`config.mk`:
```
export PLATFORM = sky130hd
export DESIGN_NAME = key_sw_io_port
export DESIGN_NICKNAME = d
export VERILOG_FILES = /design/src/rtl/key_sw_io_port.sv
export SDC_FILE = /design/constraint.sdc
export NUM_CORES = 1
export LEC_CHECK = 0
export BUFFER_PORTS_ARGS = -buffer_cell sky130_fd_sc_hd__buf_2
export CAP_MARGIN = 20
export CORE_MARGIN = 4
export CORE_UTILIZATION = 41
export CTS_CLUSTER_DIAMETER = 50
export DETAILED_ROUTE_END_ITERATION = 12
export PLACE_DENSITY = 0.81
export SKIP_LAST_GASP = 1
export SLEW_MARGIN = 20
export SYNTH_ARGS = -nofsm -noshare
export SYNTH_HDL_FRONTEND = slang
export SYNTH_SLANG_ARGS = --single-unit
```
`constraint.sdc`:
```
create_clock -name clk -period 1.16 [get_ports clk]
set_input_delay 0.232 -clock clk [delete_from_list [all_inputs] [get_ports clk]]
set_output_delay 0.232 -clock clk [all_outputs]
set_load 0.03 [all_outputs]
```
`src/rtl/key_sw_io_port.sv`:
```
// key_sw_io_port: CPU-readable input peripheral for the I/O window.
// It synchronizes and debounces the KEY buttons and synchronizes the SW
// switches. Key presses are captured as sticky write-1-to-clear event flags,
// and those flags drive a maskable interrupt.
//
// Ports:
//   clk, reset_n   single clock; synchronous active-low reset
//   key_n_in       raw KEY pins (0 = pressed), asynchronous
//   sw_in          raw SW pins, asynchronous
//   io_sel/io_addr/io_we/io_wdata  CPU access to the I/O window
//   io_rdata       combinational read data (0 when unselected or no hit)
//   key_level      debounced key state, 1 = pressed
//   irq            |(key_evt & evt_mask)
//
// Register map (one-hot address bits):
//   addr[4] KEY_LEVEL R, addr[5] SW R, addr[6] KEY_EVT R/W1C, addr[7] EVT_MASK R/W

// Per-key lane: two-flop synchronizer plus debounce counter.
module key_debounce #(
  parameter int DEBOUNCE_CYCLES = 3
) (
  input  logic clk,
  input  logic reset_n,
  input  logic key_n,
  output logic level,
  output logic rise
);
  localparam int CW = $clog2(DEBOUNCE_CYCLES + 1);
  localparam logic [CW-1:0] LAST = CW'(DEBOUNCE_CYCLES - 1);

  logic          meta, sync;
  logic [CW-1:0] cnt;
  logic          pressed;

  assign pressed = ~sync;
  // level is about to go 0->1 on this edge
  assign rise    = ~level & pressed & (cnt == LAST);

  always_ff @(posedge clk) begin
    if (!reset_n) begin
      // Sync flops reset to "released" so a key held through reset
      // is seen as a fresh press once reset drops.
      meta  <= 1'b1;
      sync  <= 1'b1;
      cnt   <= '0;
      level <= 1'b0;
    end else begin
      meta <= key_n;
      sync <= meta;
      if (pressed == level) begin
        cnt <= '0;
      end else if (cnt == LAST) begin
        level <= pressed;
        cnt   <= '0;
      end else begin
        cnt <= cnt + CW'(1);
      end
    end
  end
endmodule

module key_sw_io_port #(
  parameter int NKEYS           = 4,
  parameter int NSW             = 10,
  parameter int DEBOUNCE_CYCLES = 3
) (
  input  logic             clk,
  input  logic             reset_n,
  input  logic [NKEYS-1:0] key_n_in,
  input  logic [NSW-1:0]   sw_in,
  input  logic             io_sel,
  input  logic [8:0]       io_addr,
  input  logic             io_we,
  input  logic [31:0]      io_wdata,
  output logic [31:0]      io_rdata,
  output logic [NKEYS-1:0] key_level,
  output logic             irq
);
  logic [NKEYS-1:0] key_rise;
  logic [NKEYS-1:0] key_evt, evt_mask;
  logic [NSW-1:0]   sw_meta, sw_sync;
  logic             wr_evt, wr_mask;

  for (genvar k = 0; k < NKEYS; k++) begin : g_key
    key_debounce #(.DEBOUNCE_CYCLES(DEBOUNCE_CYCLES)) u_deb (
      .clk     (clk),
      .reset_n (reset_n),
      .key_n   (key_n_in[k]),
      .level   (key_level[k]),
      .rise    (key_rise[k])
    );
  end

  // Write decode is per address bit, so one access may hit both registers.
  assign wr_evt  = io_sel & io_we & io_addr[6];
  assign wr_mask = io_sel & io_we & io_addr[7];

  always_ff @(posedge clk) begin
    if (!reset_n) begin
      sw_meta  <= '0;
      sw_sync  <= '0;
      key_evt  <= '0;
      evt_mask <= '0;
    end else begin
      sw_meta <= sw_in;
      sw_sync <= sw_meta;
      // Set is OR-ed after the clear so a press landing with a clear is kept.
      key_evt <= (wr_evt ? (key_evt & ~io_wdata[NKEYS-1:0]) : key_evt) | key_rise;
      if (wr_mask) evt_mask <= io_wdata[NKEYS-1:0];
    end
  end

  assign irq = |(key_evt & evt_mask);

  always_comb begin
    io_rdata = '0;
    if (io_sel) begin
      if (io_addr[4])      io_rdata[NKEYS-1:0] = key_level;
      else if (io_addr[5]) io_rdata[NSW-1:0]   = sw_sync;
      else if (io_addr[6]) io_rdata[NKEYS-1:0] = key_evt;
      else if (io_addr[7]) io_rdata[NKEYS-1:0] = evt_mask;
    end
  end

  // Address/data bits outside the decoded set are intentionally ignored.
  logic unused;
  assign unused = ^{io_addr[8], io_addr[3:0], io_wdata[31:NKEYS]};
endmodule

```
==> results of run 1 <==
critical path, stage by stage, from the launching register on:
cell and delay (ns):
dfxtp_1 0.32, or3b_4 0.36, o211ai_1 0.15, a31oi_4 0.06, buf_6 0.18
registers in the layout, summed over array words and instances (netlist names):
name,count
g_key.u_deb.meta,4
g_key.u_deb.level,4
g_key.u_deb.cnt,8
sw_meta,10
evt_mask,4
key_evt,4
g_key.u_deb.sync,4
sw_sync,10
how the worst max path moves through the flow:
| stage | to | startpoint | cells after the start |
|---|---|---|---|
| after global placement | io_rdata[0] | io_addr[4] | 5 |
| final | io_rdata[0] | sw_sync[0] | 4 |
| after floorplan | g_key[0].u_deb.cnt[0] | g_key[0].u_deb.level | 4 |
| after CTS | io_rdata[0] | sw_sync[0] | 4 |
| after detailed placement | io_rdata[0] | io_addr[4] | 5 |
| after global routing | io_rdata[0] | sw_sync[0] | 4 |
logic make-up after synthesis:
| group | synth area share (%) |
|---|---|
| adder cells (fa/ha/maj) | 5.01 |
| other | 0.188 |
| AND/OR/NAND/NOR | 23.5 |
| flip-flops | 48.1 |
| AO/OA/AOI/OAI | 8.95 |
| buffers and inverters | 14.3 |
area by class of cell:
cell class | instances | area, sq um
Inverter | 14 | 65.1
Timing Repair Buffer | 60 | 472
Clock buffer | 6 | 82.6
Multi-Input combinational cell | 137 | 1070
Clock inverter | 2 | 10.0
Fill cell | 372 | 1950
Tap cell | 67 | 83.8
Sequential cell | 48 | 982
power breakdown:
group          internal (mW)  switching, mW  leakage, nW
Clock                  0.476          0.522       0.0510
Combinational          0.138          0.239        0.697
Sequential              1.70         0.0222        0.400
cell usage after synthesis, drive strengths merged:
cell type,n
inv,14
o221ai,3
or3b,1
nand2,13
ha,8
a31oi,4
or2b,5
and3,2
a211oi,4
nand3,5
o21ai,4
buf,29
dfxtp,48
or3,4
nor2b,4
a22oi,2
nand2b,4
nor2,13
clkbuf,2
a21oi,4
and2,26
o211ai,1
conb,1
a311oi,4
nand3b,4
per-stage QoR:
step	power (mW)	setup TNS [ns]	instances	setup slack, ns	utilization (%)
after CTS	3.09	-2.01	332	-0.402	55.4
after floorplan	2.04	0	230	0.0114	-
after global placement	2.06	-1.83	317	-0.182	47.7
after detailed placement	2.07	-2.19	317	-0.187	47.7
final	3.10	-1.99	334	-0.442	58.6
after global routing	3.23	-2.69	334	-0.462	58.6
metal layers:
metal	up-vias	wire length, um	track usage (%)
li1	754	-	-
met1	724	1840	16.2
met2	66	2290	24.2
met3	14	278	3.83
met4	0	160	7.65
met5	-	0	0
repair_timing:
item / in CTS / in global routing
gates cloned: 0 / 0
gates resized for setup: 65 / 40
pin swaps: 11 / 14
setup buffers: 7 / 3
setup endpoints to repair: 26 / 29
==> reports/metrics.cfg, run 1 <==
[synthesis]
synthTopCellsByArea = dfxtp_1 48%, buf_4 9.8%, and2_1 8.1%
synthDistinctLibCells = 30
synth-seq-cells = 48
seq_area_frac_synth_pct = 48.1
yosysWarnings = 0
netlist_area_sq_um = 2000
synth_top_area_cell = dfxtp_1
synthCells = 209
syn_area_per_cell_sq_um = 9.56
synth_top_area_share_pct = 48.1

[global_route]
track_usage_pct = 14.3
grt.overflow.total = 0
grt_pass1_vias = 1472
antenna_found_initial = 0
grt_max_degree = 25
grt_pass1_wl_um = 6760

[die]
die_area_sq_um = 6050
coreArea_sq_um = 4720
die_w_um = 77.8
rows = 25
die_h_um = 77.8
start_util_pct = 42.3
ioPinCount = 96

[setup_path]
crit_arrival_ns = 1.37
crit_fanout = 1
critPathRequiredTime_ns = 0.93
r2r_cells = 5
worstReg2RegEnd = g_key[2].u_deb.cnt[1]
r2r_start = g_key[2].u_deb.level
crit_path_start_kind = register
crit_type = reg2out
r2r_slack_ns = -0.13
crit_path_end_kind = primary output

[placement]
portBuffers = 40
placed_area_sq_um = 2250
hpwl_um = 2780
place.gp.congestion = 0.841

[route]
finalWirelength_um = 4570
detail_route.wl_per_cell_um = 13.7
drtPass1Iterations = 5
ant_nets = 0
drcViolationCount = 0
drtIter0Drc = 99
viasPerCell = 4.66
vias = 1558

[sta]
fmaxAchievable_mhz = 624
fin_hold_ws_ns = 0.109
drv_slew = 0
setup_viol = 16
period_share_pct = 138
final-hold-violation-count = 0
rsz0062_at_grt = yes
slew_headroom_pct = 66.0
setup_slack_ns = -0.442
fin_crit_ns = 1.60
worstMarginPinSlew_ns = 0.508
skew_ns = 0.0108

[layout]
final_area_sq_um = 2770
layout_common_cells = 33 x dfxtp_1, 23 x buf_2, 22 x conb_1, 21 x buf_6, 20 x and2_1
fin_nets = 333
drive_gt1_share_pct = 50.2
diodes = 0
areaGrowthSynthToFinish_pct = 38.6
final_common_cell = dfxtp_1

[clock_network]
clkSlewWorstSetupHoldPaths_ns = 0.08
cts_tree = done
cts_buffers = 5
cts-root-buf = clkbuf_8
clock_path_buffers = 2
cts.sinks = 48
cts.htree.levels = 2
cts_hold_buf = 0
clock_latency_ns = 0.30

[power]
peakVddDrop_mv = 0.784
power_density_nw_per_um2 = 1120
p_leak_nw = 1.15

[run_status]
violations = setup timing
status = finished with violations

[hold_path]
min_to = g_key[2].u_deb.meta
hold_path_class = in2reg
hold_path_startpoint = key_n_in[2]
holdPathStages = 2

[run]
drv_cap = 0

No activity file was read; power rests on OpenSTA's default activity.
==> run 2, diff against run 1 <==
--- a/config.mk
+++ b/config.mk
@@ -5,13 +5,13 @@
 export SDC_FILE = /design/constraint.sdc
 export NUM_CORES = 1
 export LEC_CHECK = 0
-export BUFFER_PORTS_ARGS = -buffer_cell sky130_fd_sc_hd__buf_2
 export CAP_MARGIN = 20
 export CORE_MARGIN = 4
-export CORE_UTILIZATION = 41
+export CORE_UTILIZATION = 40
 export CTS_CLUSTER_DIAMETER = 50
 export DETAILED_ROUTE_END_ITERATION = 12
-export PLACE_DENSITY = 0.81
+export DONT_BUFFER_PORTS = 1
+export PLACE_DENSITY = 0.62
 export SKIP_LAST_GASP = 1
 export SLEW_MARGIN = 20
 export SYNTH_ARGS = -nofsm -noshare
==> reports/metrics.cfg, run 2 (synthesized netlist as in run 1, its figures left out) <==
[power]
fin_total_pwr_mw = 3.03
p_leak_nw = 1.01
peakVddDrop_mv = 0.743
power_density_nw_per_um2 = 1170

[die]
start_util_pct = 41.8
coreArea_sq_um = 4790
rows = 25
die_w_um = 78.7
die_h_um = 78.7
ioPinCount = 96
die_area_sq_um = 6190

[global_route]
use_met3_pct = 4.24
grt_pass1_wl_um = 5590
grt_util_met2_pct = 20.1
grt.overflow.total = 0
track_usage_pct = 11.8
grt.busiest_layer = met2
grt_max_degree = 37
use_met1_pct = 12.9
grt_pass1_vias = 1220
antenna_found_initial = 0

[layout]
multi_input_area_sq_um = 1040
final_common_cell = dfxtp_1
fin_nets = 302
drive_gt1_share_pct = 40.3
diodes = 0
ff_latch_area_sq_um = 982
num-fill-cells = 420
top_regs = sw_meta x10, sw_sync x10, g_key.u_deb.cnt x8
final_area_sq_um = 2580
layout_common_cells = 35 x dfxtp_1, 23 x and2_1, 22 x conb_1
areaGrowthSynthToFinish_pct = 29.1

[clock_network]
clock_latency_ns = 0.29
cts.sinks = 48
clkSlewWorstSetupHoldPaths_ns = 0.09
cts_buffers = 5
cts-root-buf = clkbuf_8
clock_path_buffers = 2
cts_tree = done
cts.htree.levels = 2

[placement]
post-place-ws_ns = -0.112
placed_area_sq_um = 2170
portBuffers = 0
hpwl_um = 2530
place.gp.congestion = 0.808

[sta]
fin_crit_ns = 1.44
setup_viol = 12
setup_slack_ns = -0.284
fin_setup_tns_ns = -1.28
drv_slew = 0
final-hold-violation-count = 0
period_share_pct = 125
rsz0062_at_grt = yes
skew_ns = 0.00979
fmaxAchievable_mhz = 692

[setup_path]
crit_arrival_ns = 1.21
r2r_cells = 5
crit_path_start_kind = register
cp_num_buf_inv = 0
cp_slowest_cell = or3b_4
crit_type = reg2out
critPathLaunch = sw_sync[0]
crit_path_end_kind = primary output
r2r_start = g_key[2].u_deb.level
endpoint = io_rdata[0]
worstReg2RegEnd = g_key[2].u_deb.cnt[0]
critPathRequiredTime_ns = 0.93
slowest_delay_ns = 0.35
path_cells = or3b_4 -> o211ai_1 -> a31oi_4
cp.depth = 3
crit_fanout = 1
path_delay_family = simple AND/OR/NAND/NOR gates
r2r_slack_ns = -0.07

[route]
detail_route.wl_per_cell_um = 12.2
drcViolationCount = 0
finalWirelength_um = 3690
viasPerCell = 4.43
drtIter0Drc = 46
vias = 1342
ant_nets = 0
drtPass1Iterations = 4

[run_status]
violations = setup timing
status = finished with violations

[hold_path]
hold_path_class = in2reg
hold_path_startpoint = reset_n

[run]
drv_cap = 0

==> run 2: cell count changes in the layout (fill, tap and decap cells not counted), sizes merged <==
cell,previous run,this run
dlygate4sd3,0,1
clkinv,2,1
buf,60,28
clkinvlp,0,1
==> run 2: layout make-up <==
| type | count | area share [%] |
|---|---|---|
| timing repair buffer | 29 | 12.2 |
| sequential | 48 | 38.1 |
| clock inverter | 2 | 0.533 |
| tap | 67 | 3.25 |
| multi-input combinational | 137 | 40.3 |
| inverter | 14 | 2.38 |
| clock buffer | 6 | 3.20 |
==> run 2: per-layer routing <==
layer  routed length [um]  vias up
met3                  242        9
met1                 1500      607
li1                     -      689
met5                    0        -
met2                 1860       37
met4                   85        0
==> run 2: per-stage QoR <==
step	hold WS (ns)	utilization, %	std cells
floorplan	0.328	-	230
global placement	0.312	45.3	286
detailed placement	0.316	45.3	286
CTS	0.00325	50.9	298
global route	0.0110	53.9	303
finish	0.0187	53.9	303
==> run 2: how the worst min path moves through the flow <==
stage	end	cells past startpoint	slack [ns]
global route	g_key[3].u_deb.meta	1	0.01
finish	g_key[3].u_deb.sync	1	0.02
detailed placement	g_key[1].u_deb.meta	1	0.32
CTS	g_key[3].u_deb.sync	1	0.003
global placement	g_key[3].u_deb.sync	1	0.31
floorplan	g_key[0].u_deb.meta	1	0.33
==> run 2: power breakdown <==
part	total [mW]	internal (mW)	switching [mW]
Sequential	1.71	1.70	0.0177
Combinational	0.293	0.104	0.189
Clock	1.02	0.487	0.533
Total	3.03	2.29	0.740
==> run 2: repair_timing <==
| action | CTS | global route |
|---|---|---|
| endpoints found under the hold margin | 2 | 0 |
| hold buffers | 1 | 0 |
| gates resized for setup | 37 | 31 |
| buffers inserted | 3 | 6 |
| endpoints found under the setup margin | 24 | 23 |
| pin swaps | 15 | 12 |
